$ cat config.mk
export PLATFORM = sky130hd
export DESIGN_NAME = bus_timer
export DESIGN_NICKNAME = d
export VERILOG_FILES = /design/src/rtl/bus_timer.sv
export SDC_FILE = /design/constraint.sdc
export NUM_CORES = 1
export LEC_CHECK = 0
export ABC_AREA = 1
export ABC_CLOCK_PERIOD_IN_PS = 2750
export CORE_MARGIN = 1
export CORE_UTILIZATION = 35
export DETAILED_ROUTE_END_ITERATION = 12
export DONT_BUFFER_PORTS = 1
export SYNTH_ARGS = -nofsm -noshare
export SYNTH_HDL_FRONTEND = slang
export SYNTH_SLANG_ARGS = --single-unit
$ cat constraint.sdc
create_clock -name clk -period 2.75 [get_ports clk]
set_input_delay 0 -clock clk [delete_from_list [all_inputs] [get_ports clk]]
set_output_delay 0 -clock clk [all_outputs]
set_load 0.01 [all_outputs]
$ cat src/rtl/bus_timer.sv
// ---------------------------------------------------------------------------
// bus_timer
//
// Memory-mapped 16-bit down-counter timer on the 65C02 CPU bus. An 8-byte
// register window at BASE (AD[2:0] selects the register) is decoded from
// AD/WE. Writes complete at the sampling edge. Reads are stretched by WAIT
// wait states, during which RDY is held low.
//
// Register map (offset):
//   0 CNT_L  read live counter[7:0]      write reload[7:0]
//   1 CNT_H  read counter[15:8]          write reload[15:8], counter <= reload
//   2 CTRL   bit0 EN, bit1 AUTO, bit2 IE (bits 7:3 read 0)
//   3 STAT   bit0 UF, write 1 to clear
//   4 PRE    prescaler reload, counter steps every PRE+1 clocks
//   5-7      read 8'h00, writes ignored
//
// Parameters:
//   BASE       base address of the register window (bits [2:0] ignored)
//   WAIT       read wait states, 0..15
//
// Ports:
//   clk        CPU clock
//   RST_N      asynchronous active-low reset
//   AD         CPU address bus
//   WE         CPU write enable
//   DO         CPU write data
//   DATA       read data for the system DI mux, valid while DATA_EN=1
//   DATA_EN    this block drives DI in this cycle
//   RDY        registered ready to the CPU (ANDed externally)
//   IRQ        registered level interrupt request (UF & IE)
//   dbg_state  current access state (IDLE=0, WAITING=1, DATA=2)
//
// Bus handshake: the bus is sampled only at edges where RDY=1. A sampled
// read hit either drops RDY (WAIT>0) or goes straight to DATA (WAIT=0).
// While RDY=0 the CPU holds its next address, and AD/WE are ignored.
//
// Build option: define BUS_TIMER_SNAPSHOT_EN to add a snapshot register.
// It captures counter[15:8] when CNT_L is read, and CNT_H reads return the
// captured byte, so a CNT_L then CNT_H read pair is a coherent 16-bit value.
// Without the macro, CNT_H returns live counter[15:8].
// ---------------------------------------------------------------------------
module bus_timer #(
    parameter logic [15:0] BASE = 16'hFE80,
    parameter int unsigned WAIT = 1
) (
    input  logic        clk,
    input  logic        RST_N,
    input  logic [15:0] AD,
    input  logic        WE,
    input  logic [7:0]  DO,
    output logic [7:0]  DATA,
    output logic        DATA_EN,
    output logic        RDY,
    output logic        IRQ,
    output logic [1:0]  dbg_state
);

    typedef enum logic [1:0] {
        ST_IDLE    = 2'd0,
        ST_WAITING = 2'd1,
        ST_DATA    = 2'd2
    } state_t;

    // The wait counter counts WAIT-1 down to 0, so WAITING lasts WAIT cycles.
    localparam logic [3:0] WAIT_INIT = (WAIT == 0) ? 4'd0 : 4'(WAIT - 1);

    // Access state machine
    state_t      state_q, state_d;
    logic [3:0]  wait_cnt_q, wait_cnt_d;
    logic [2:0]  off_q, off_d;
    logic        rdy_q, rdy_d;
    logic        data_en_q, data_en_d;
    logic [7:0]  data_q, data_d;

    // Timer registers
    logic [15:0] cnt_q, cnt_d;
    logic [15:0] reload_q, reload_d;
    logic        en_q, en_d;
    logic        auto_q, auto_d;
    logic        ie_q, ie_d;
    logic        uf_q, uf_d;
    logic [7:0]  pre_q, pre_d;
    logic [7:0]  presc_q, presc_d;
    logic        irq_q, irq_d;

    // Decode and read path
    logic        hit;
    logic        wr_hit;
    logic        rd_hit;
    logic        wr_cnt_h;
    logic        tick;
    logic        uf_set;
    logic        uf_clr;
    logic        enter_data;
    logic [2:0]  rd_off;
    logic [7:0]  rd_val;
    logic [7:0]  cnt_h_rd;

    assign hit      = (AD[15:3] == BASE[15:3]);
    assign wr_hit   = rdy_q & hit & WE;
    assign rd_hit   = rdy_q & hit & ~WE;
    assign wr_cnt_h = wr_hit & (AD[2:0] == 3'd1);
    assign tick     = en_q & (presc_q == 8'd0);

`ifdef BUS_TIMER_SNAPSHOT_EN
    logic [7:0] snap_q, snap_d;

    always_comb begin
        snap_d = snap_q;
        if (enter_data && (rd_off == 3'd0)) begin
            snap_d = cnt_q[15:8];
        end
    end

    always_ff @(posedge clk or negedge RST_N) begin
        if (!RST_N) begin
            snap_q <= 8'h00;
        end else begin
            snap_q <= snap_d;
        end
    end

    assign cnt_h_rd = snap_q;
`else
    assign cnt_h_rd = cnt_q[15:8];
`endif

    always_comb begin
        rd_val = 8'h00;
        case (rd_off)
            3'd0:    rd_val = cnt_q[7:0];
            3'd1:    rd_val = cnt_h_rd;
            3'd2:    rd_val = {5'b00000, ie_q, auto_q, en_q};
            3'd3:    rd_val = {7'b0000000, uf_q};
            3'd4:    rd_val = pre_q;
            default: rd_val = 8'h00;
        endcase
    end

    // Access FSM: next state and registered bus outputs
    always_comb begin
        state_d    = state_q;
        wait_cnt_d = wait_cnt_q;
        off_d      = off_q;
        enter_data = 1'b0;
        rd_off     = off_q;
        case (state_q)
            ST_WAITING: begin
                if (wait_cnt_q == 4'd0) begin
                    state_d    = ST_DATA;
                    enter_data = 1'b1;
                end else begin
                    wait_cnt_d = wait_cnt_q - 4'd1;
                end
            end
            default: begin
                // IDLE and DATA both sample the bus, so a hit in DATA
                // starts the next access back to back.
                state_d = ST_IDLE;
                if (rd_hit) begin
                    off_d = AD[2:0];
                    if (WAIT == 0) begin
                        state_d    = ST_DATA;
                        enter_data = 1'b1;
                        rd_off     = AD[2:0];
                    end else begin
                        state_d    = ST_WAITING;
                        wait_cnt_d = WAIT_INIT;
                    end
                end
            end
        endcase
        rdy_d     = (state_d != ST_WAITING);
        data_en_d = (state_d == ST_DATA);
        // DATA holds the value captured on entry and is not re-sampled.
        data_d    = enter_data ? rd_val : 8'h00;
    end

    // Timer datapath
    always_comb begin
        cnt_d    = cnt_q;
        reload_d = reload_q;
        en_d     = en_q;
        auto_d   = auto_q;
        ie_d     = ie_q;
        pre_d    = pre_q;
        presc_d  = presc_q;
        uf_set   = 1'b0;
        uf_clr   = 1'b0;

        if (en_q) begin
            presc_d = tick ? pre_q : (presc_q - 8'd1);
        end

        // A CNT_H write in the same cycle overrides the tick completely.
        if (tick && !wr_cnt_h) begin
            if (cnt_q != 16'h0000) begin
                cnt_d = cnt_q - 16'h0001;
            end else begin
                uf_set = 1'b1;
                if (auto_q) begin
                    cnt_d = reload_q;
                end else begin
                    en_d = 1'b0;
                end
            end
        end

        if (wr_hit) begin
            case (AD[2:0])
                3'd0: reload_d[7:0] = DO;
                3'd1: begin
                    reload_d[15:8] = DO;
                    cnt_d          = {DO, reload_q[7:0]};
                    presc_d        = pre_q;
                end
                3'd2: begin
                    en_d   = DO[0];
                    auto_d = DO[1];
                    ie_d   = DO[2];
                    if (DO[0]) begin
                        presc_d = pre_q;
                    end
                end
                3'd3: uf_clr = DO[0];
                3'd4: pre_d = DO;
                default: ;
            endcase
        end

        // A coincident underflow beats a software clear.
        if (uf_set) begin
            uf_d = 1'b1;
        end else if (uf_clr) begin
            uf_d = 1'b0;
        end else begin
            uf_d = uf_q;
        end

        irq_d = uf_q & ie_q;
    end

    always_ff @(posedge clk or negedge RST_N) begin
        if (!RST_N) begin
            state_q    <= ST_IDLE;
            wait_cnt_q <= 4'd0;
            off_q      <= 3'd0;
            rdy_q      <= 1'b1;
            data_en_q  <= 1'b0;
            data_q     <= 8'h00;
            cnt_q      <= 16'h0000;
            reload_q   <= 16'hFFFF;
            en_q       <= 1'b0;
            auto_q     <= 1'b0;
            ie_q       <= 1'b0;
            uf_q       <= 1'b0;
            pre_q      <= 8'h00;
            presc_q    <= 8'h00;
            irq_q      <= 1'b0;
        end else begin
            state_q    <= state_d;
            wait_cnt_q <= wait_cnt_d;
            off_q      <= off_d;
            rdy_q      <= rdy_d;
            data_en_q  <= data_en_d;
            data_q     <= data_d;
            cnt_q      <= cnt_d;
            reload_q   <= reload_d;
            en_q       <= en_d;
            auto_q     <= auto_d;
            ie_q       <= ie_d;
            uf_q       <= uf_d;
            pre_q      <= pre_d;
            presc_q    <= presc_d;
            irq_q      <= irq_d;
        end
    end

    assign DATA      = data_q;
    assign DATA_EN   = data_en_q;
    assign RDY       = rdy_q;
    assign IRQ       = irq_q;
    assign dbg_state = state_q;

endmodule

==> impl_metrics.env, run 1 <==
export IMPL_syn_inst=606
export IMPL_drc=0
export IMPL_pin_count=40
export IMPL_slowest_stage="dfrtp_1"
export IMPL_fp_dieH_um=113
export IMPL_max_freq_mhz=494
export IMPL_path_clk_slew_ns=0.06
export IMPL_synthArstFlopShare_pct=100
export IMPL_firstDrtPassIters=9
export IMPL_rsz0062_at_grt="no"
export IMPL_grt_overflow=0
export IMPL_ys_seq_area_share_pct=42.4
export IMPL_post_route_min_period_ns=2.02
export IMPL_maxCapViolations=0
export IMPL_cts_root_buf="clkbuf_16"
export IMPL_syn_area_mm2=0.00430
export IMPL_ys_types=35
export IMPL_cp_start_kind="flop"
export IMPL_core_area_mm2=0.0120
export IMPL_dpl_cell_area_mm2=0.00442
export IMPL_drv_slew=0
export IMPL_fin_area_mm2=0.00488
export IMPL_drive_gt1_share_pct=9.49
export IMPL_setup_tns_ns=0
export IMPL_hp_class="in -> reg"
export IMPL_grt_pass1_wl_um=18900
export IMPL_nNetsFinal=650
export IMPL_insertion_delay_ns=0.34
export IMPL_top_usage_layer="met2"
export IMPL_grtUsageMet3_pct=3.00
export IMPL_ir_worst_vdd_v=0.000248
export IMPL_layout_commonest_cell="nand2_1"
export IMPL_ys_ff_latch=72
export IMPL_p_leak_uw=0.00241
export IMPL_critical_path_cell_chain="inv_1 -> ha_1 -> nand2_1 -> nor2_2 -> nand3_1 -> inv_2 -> nand2_1 -> inv_1 -> nand2_1 -> nand3_1 -> nand3_1"
export IMPL_worst_pin_slew_ns=0.611
export IMPL_vias=3912
export IMPL_synthToLayoutAreaGrowth_pct=13.5
export IMPL_cts_htree_levels=3
export IMPL_cts_tree="built"
export IMPL_crit_path_max_incr_delay_ns=0.35
export IMPL_setup_viol=0
export IMPL_required_ns=2.97
export IMPL_cts_buffers=9
export IMPL_critical_path_class="reg -> reg"
export IMPL_wirelength_um=11400
export IMPL_diodes=0
export IMPL_cts_sinks=72
export IMPL_initial_core_util_pct=35.8
export IMPL_antenna_found_initial=0
export IMPL_clock_path_buffers=2
export IMPL_track_usage_pct=19.3
export IMPL_synthFlopType="dfrtp_1"
export IMPL_yosysWarnings=0
export IMPL_ant_nets=0
export IMPL_pwr_density_cell_mw_per_mm2=491
export IMPL_grt_pass1_vias=3767
export IMPL_synthesis_area_per_instance_um2=7.09
export IMPL_drt_iter0_markers=314
export IMPL_die_w_um=113
export IMPL_place_gp_congestion=0.886
export IMPL_hold_viol=0
export IMPL_use_met2_pct=29.4
export IMPL_wl_per_cell_um=14.8
export IMPL_worst_ep_arrival_time_ns=2.25
export IMPL_synth_edff_count=0
export IMPL_finClkSkew_ns=0.00620
export IMPL_mostFrequentLayoutCells="nand2_1 (195), inv_1 (79), nor2_1 (66)"
export IMPL_grt_max_degree=73
export IMPL_dpl_hpwl_um=8110
export IMPL_die_area_mm2=0.0127
export IMPL_viasPerCell=5.09
export IMPL_num_rows=40
export IMPL_synth_nets=638
export IMPL_cp_end_kind="flop"
export IMPL_relSlewSlack_pct=59.1
export IMPL_finalCritPeriodShare_pct=73.6
export IMPL_grt_use_met1_pct=27.1
export IMPL_io_buffers=0
export IMPL_status="complete, no violations"
export IMPL_critPathMaxFanout=19
-- through the flow --
stage          cells  util (%)  setup slack, ns  hold WS (ns)  power, µW
6_report         769      40.6            0.726       0.00951       2390
5_1_grt          769      40.6            0.517        0.0391       2480
4_1_cts          769      40.6            0.721       0.00213       2420
3_5_place_dp     741      36.8            0.726        -0.291       1110
3_3_place_gp     741      36.8            0.797        -0.291       1110
2_1_floorplan    606         -             1.09        -0.296       1100
-- kinds of logic after synthesis --
| kind of cell | share of synthesized area, % |
|---|---|
| AO/OA/AOI/OAI | 11.6 |
| XOR/XNOR | 1.43 |
| adder cells (fa/ha/maj) | 1.46 |
| buffers and inverters | 9.08 |
| flip-flops | 42.4 |
| AND/OR/NAND/NOR | 34.0 |
-- flip-flops by register name (all words and copies together), names as in the netlist --
register / cells
DATA: 8
pre_q: 8
dbg_state: 2
auto_q: 1
uf_q: 1
cnt_q: 16
off_q: 3
wait_cnt_q: 4
reload_q: 16
en_q: 1
presc_q: 8
DATA_EN: 1
IRQ: 1
ie_q: 1
RDY: 1
-- cell usage after synthesis (6+ instances only) --
library cell / instances / area [µm²]
dfstp_2: 17 / 447
nand3_1: 40 / 200
o21ai_0: 37 / 185
inv_1: 79 / 297
nor2_1: 66 / 248
a21oi_1: 12 / 60.1
nand2_1: 195 / 732
o22ai_1: 7 / 43.8
nor2_2: 6 / 37.5
o21ai_1: 20 / 100
nand4_1: 10 / 62.6
buf_2: 9 / 45.0
xor2_1: 7 / 61.3
dfrtp_1: 55 / 1380
-- final timing paths --
| check | cells after the start | startpoint | end | slack (ns) |
|---|---|---|---|---|
| setup / recovery | 11 | presc_q[0] | cnt_q[13] | 0.73 |
| hold / removal | 3 | AD[2] | en_q | 0.01 |
| setup reg to reg | 11 | presc_q[0] | cnt_q[13] | 0.73 |
| hold reg to reg | 1 | wait_cnt_q[2] | wait_cnt_q[2] | 0.46 |
| max in group asynchronous | 2 | RST_N | reload_q[8] | 2.19 |
| min in group asynchronous | 2 | RST_N | DATA[4] | 0.22 |
-- layout make-up --
type / count / area [µm²]
Timing Repair Buffer: 16 / 170
Inverter: 81 / 304
Tap cell: 147 / 184
Clock inverter: 4 / 70.1
Clock buffer: 11 / 243
Fill cell: 1266 / 7130
Sequential cell: 72 / 1820
Multi-Input combinational cell: 438 / 2080
-- worst max-delay path, delay by kind of cell, from the launching register on --
family	cells	cell delay, ns
DFF	1	0.35
and+or+nand+nor	7	0.76
buffers and inverters	3	0.59
adders and majority gates	1	0.19
-- per-layer routing --
layer | vias up | part of all wire, %
met5 | - | 0
met4 | 0 | 1.3
met3 | 14 | 4.7
met2 | 119 | 45
met1 | 1826 | 49
li1 | 1953 | -
-- report_power, final --
part | internal (µW) | total (µW) | leakage, µW | switching, µW
sequential | 1060 | 1060 | 0.000871 | 0.855
clock | 811 | 1260 | 0.000155 | 446
combinational | 24.1 | 73.4 | 0.00139 | 49.3
-- repair_timing --
action                    in CTS  in global routing
setup buffers                  0                  0
hold endpoints to repair     116                  0
hold buffers                  13                  0
resized for setup              0                  0
Power figures use the tool's default switching activity.
==> run 2, diff against run 1 <==
--- a/config.mk
+++ b/config.mk
@@ -6,7 +6,7 @@
 export NUM_CORES = 1
 export LEC_CHECK = 0
 export ABC_AREA = 1
-export ABC_CLOCK_PERIOD_IN_PS = 2750
+export ABC_CLOCK_PERIOD_IN_PS = 1800
 export CORE_MARGIN = 1
 export CORE_UTILIZATION = 35
 export DETAILED_ROUTE_END_ITERATION = 12
==> constraint.sdc (replaced) <==
create_clock -name clk -period 1.8 [get_ports clk]
set_input_delay 0 -clock clk [delete_from_list [all_inputs] [get_ports clk]]
set_output_delay 0 -clock clk [all_outputs]
set_load 0.01 [all_outputs]
==> impl_metrics.env, run 2 (same netlist as run 1, synthesis figures left out) <==
export IMPL_drt_iter0_markers=423
export IMPL_rsz0062_at_grt="yes"
export IMPL_final_core_util_pct=45.3
export IMPL_finalHoldWorstSlack_ns=-0.00259
export IMPL_ir_worst_vdd_v=0.000403
export IMPL_status="finished, violations left"
export IMPL_path_clk_slew_ns=0.06
export IMPL_cts_buffers=9
export IMPL_maxCapViolations=0
export IMPL_diodes=0
export IMPL_pwr_density_cell_mw_per_mm2=634
export IMPL_finalCritPeriodShare_pct=101
export IMPL_mostFrequentLayoutCells="nand2_1 (187), inv_1 (73), nor2_1 (61)"
export IMPL_grt_pass1_wl_um=20300
export IMPL_p_int_uw=2670
export IMPL_layout_commonest_cell="nand2_1"
export IMPL_drive_gt1_share_pct=20.5
export IMPL_core_area_mm2=0.0120
export IMPL_die_w_um=113
export IMPL_worst_ep_arrival_time_ns=2.07
export IMPL_whs_path_depth=3
export IMPL_relSlewSlack_pct=40.1
export IMPL_critical_path_cell_chain="nand2_2 -> nor3_4 -> nand2_2 -> nor2_8 -> buf_6 -> nand3_4 -> o21ai_2"
export IMPL_cp_start_kind="flop"
export IMPL_power_share_clock_pct=49.2
export IMPL_initial_core_util_pct=35.8
export IMPL_swShare_pct=22.6
export IMPL_largestRegisters="cnt_q: 16 flops, reload_q: 16 flops"
export IMPL_power_frac_comb_pct=3.7
export IMPL_firstDrtPassIters=9
export IMPL_cpMostUsedCell="nand2_2"
export IMPL_setup_ws_ns=-0.0109
export IMPL_hold_viol=1
export IMPL_dpl_cell_area_mm2=0.00465
export IMPL_hp_class="in -> reg"
export IMPL_finClkSkew_ns=0.00785
export IMPL_cp_end_kind="flop"
export IMPL_max_freq_mhz=552
export IMPL_wl_per_cell_um=16.0
export IMPL_final_cells=814
export IMPL_setup_viol=1
export IMPL_multiInputGateArea_mm2=0.00228
export IMPL_antenna_found_initial=0
export IMPL_nNetsFinal=694
export IMPL_drv_slew=0
export IMPL_place_gp_congestion=0.884
export IMPL_post_route_min_period_ns=1.81
export IMPL_ant_nets=0
export IMPL_reg2reg_depth=7
export IMPL_fin_area_mm2=0.00544
export IMPL_track_usage_pct=20.7
export IMPL_dpl_hpwl_um=8660
export IMPL_grt_overflow=0
export IMPL_worst_pin_slew_ns=0.895
export IMPL_setup_tns_ns=-0.0109
export IMPL_insertion_delay_ns=0.34
export IMPL_pin_count=40
export IMPL_vias=4209
export IMPL_nFillCells=1173
export IMPL_dpl_cell_count=768
export IMPL_required_ns=2.06
export IMPL_p_leak_uw=0.00265
export IMPL_synthToLayoutAreaGrowth_pct=26.6
export IMPL_failed_checks="DRC, hold timing, setup timing"
export IMPL_cts_sinks=72
export IMPL_critical_path_class="reg -> reg"
export IMPL_cts_root_buf="clkbuf_16"
export IMPL_io_buffers=0
export IMPL_die_area_mm2=0.0127
export IMPL_num_rows=40
export IMPL_critPathMaxFanout=8
export IMPL_r2r_slack_ns=-0.01
export IMPL_fp_dieH_um=113
export IMPL_drc=2
export IMPL_grt_pass1_vias=3990
export IMPL_clock_path_buffers=2
export IMPL_cts_tree="built"
export IMPL_switchingPower_uw=778
export IMPL_cts_htree_levels=3
export IMPL_slowest_stage="dfstp_2"
export IMPL_regArea_mm2=0.00182
export IMPL_grt_max_degree=73
export IMPL_crit_path_max_incr_delay_ns=0.57
export IMPL_power_frac_seq_pct=47.1
export IMPL_wirelength_um=13100
export IMPL_viasPerCell=5.17
-- run 2: power groups by stage --
stage	sequential [µW]	combinational (µW)	clock, µW
4_1_cts	1620	119	1720
3_5_place_dp	1650	48.0	0
5_1_grt	1620	142	1800
6_report	1620	127	1700
3_3_place_gp	1650	47.5	0
2_1_floorplan	1650	35.9	0
-- run 2: metrics by stage --
step | total power [µW] | setup slack, ns
floorplan | 1690 | 0.138
detailed placement | 1700 | 0.0161
CTS | 3460 | 0.00432
finish | 3450 | -0.0109
global route | 3560 | -0.0722
global placement | 1700 | 0.0189
-- run 2: metal layers --
| layer | track usage (%) | up-vias | wire length [µm] |
|---|---|---|---|
| met2 | 31.1 | 160 | 5770 |
| met5 | 0 | - | 0 |
| met4 | 8.80 | 0 | 216 |
| li1 | - | 2059 | - |
| met1 | 28.9 | 1976 | 6130 |
| met3 | 4.39 | 14 | 935 |
-- run 2: path summary, 6_finish.rpt --
kind                                from            end
setup / recovery                     RDY    reload_q[7]
hold reg to reg            wait_cnt_q[2]  wait_cnt_q[2]
max in group asynchronous          RST_N   reload_q[13]
setup reg to reg                     RDY    reload_q[7]
hold / removal                        WE           uf_q
min in group asynchronous          RST_N       cnt_q[6]
-- run 2: worst max-delay path: cells and delay by family (launching register included) --
| kind | cells | cell delay, ns |
|---|---|---|
| flip-flops | 1 | 0.57 |
| AO/OA/AOI/OAI | 1 | 0.23 |
| AND/OR/NAND/NOR | 5 | 0.75 |
| buffers and inverters | 1 | 0.18 |
-- run 2: area by class of cell --
cell class,instances,share of cell area [%]
clock buffers,15,4.92
repair buffers,58,10.4
clock inverters,1,0.0920
well taps,147,3.38
flip-flops and latches,72,33.5
inverters,81,5.70
multi-input cells,440,42.0
-- run 2: repair_timing --
| item | CTS | global route |
|---|---|---|
| pin swaps | 0 | 17 |
| gates resized for setup | 1 | 66 |
| hold endpoints to repair | 116 | 0 |
| buffers inserted | 0 | 14 |
| setup endpoints to repair | 1 | 47 |
| hold buffers | 13 | 0 |
| cloned | 0 | 3 |
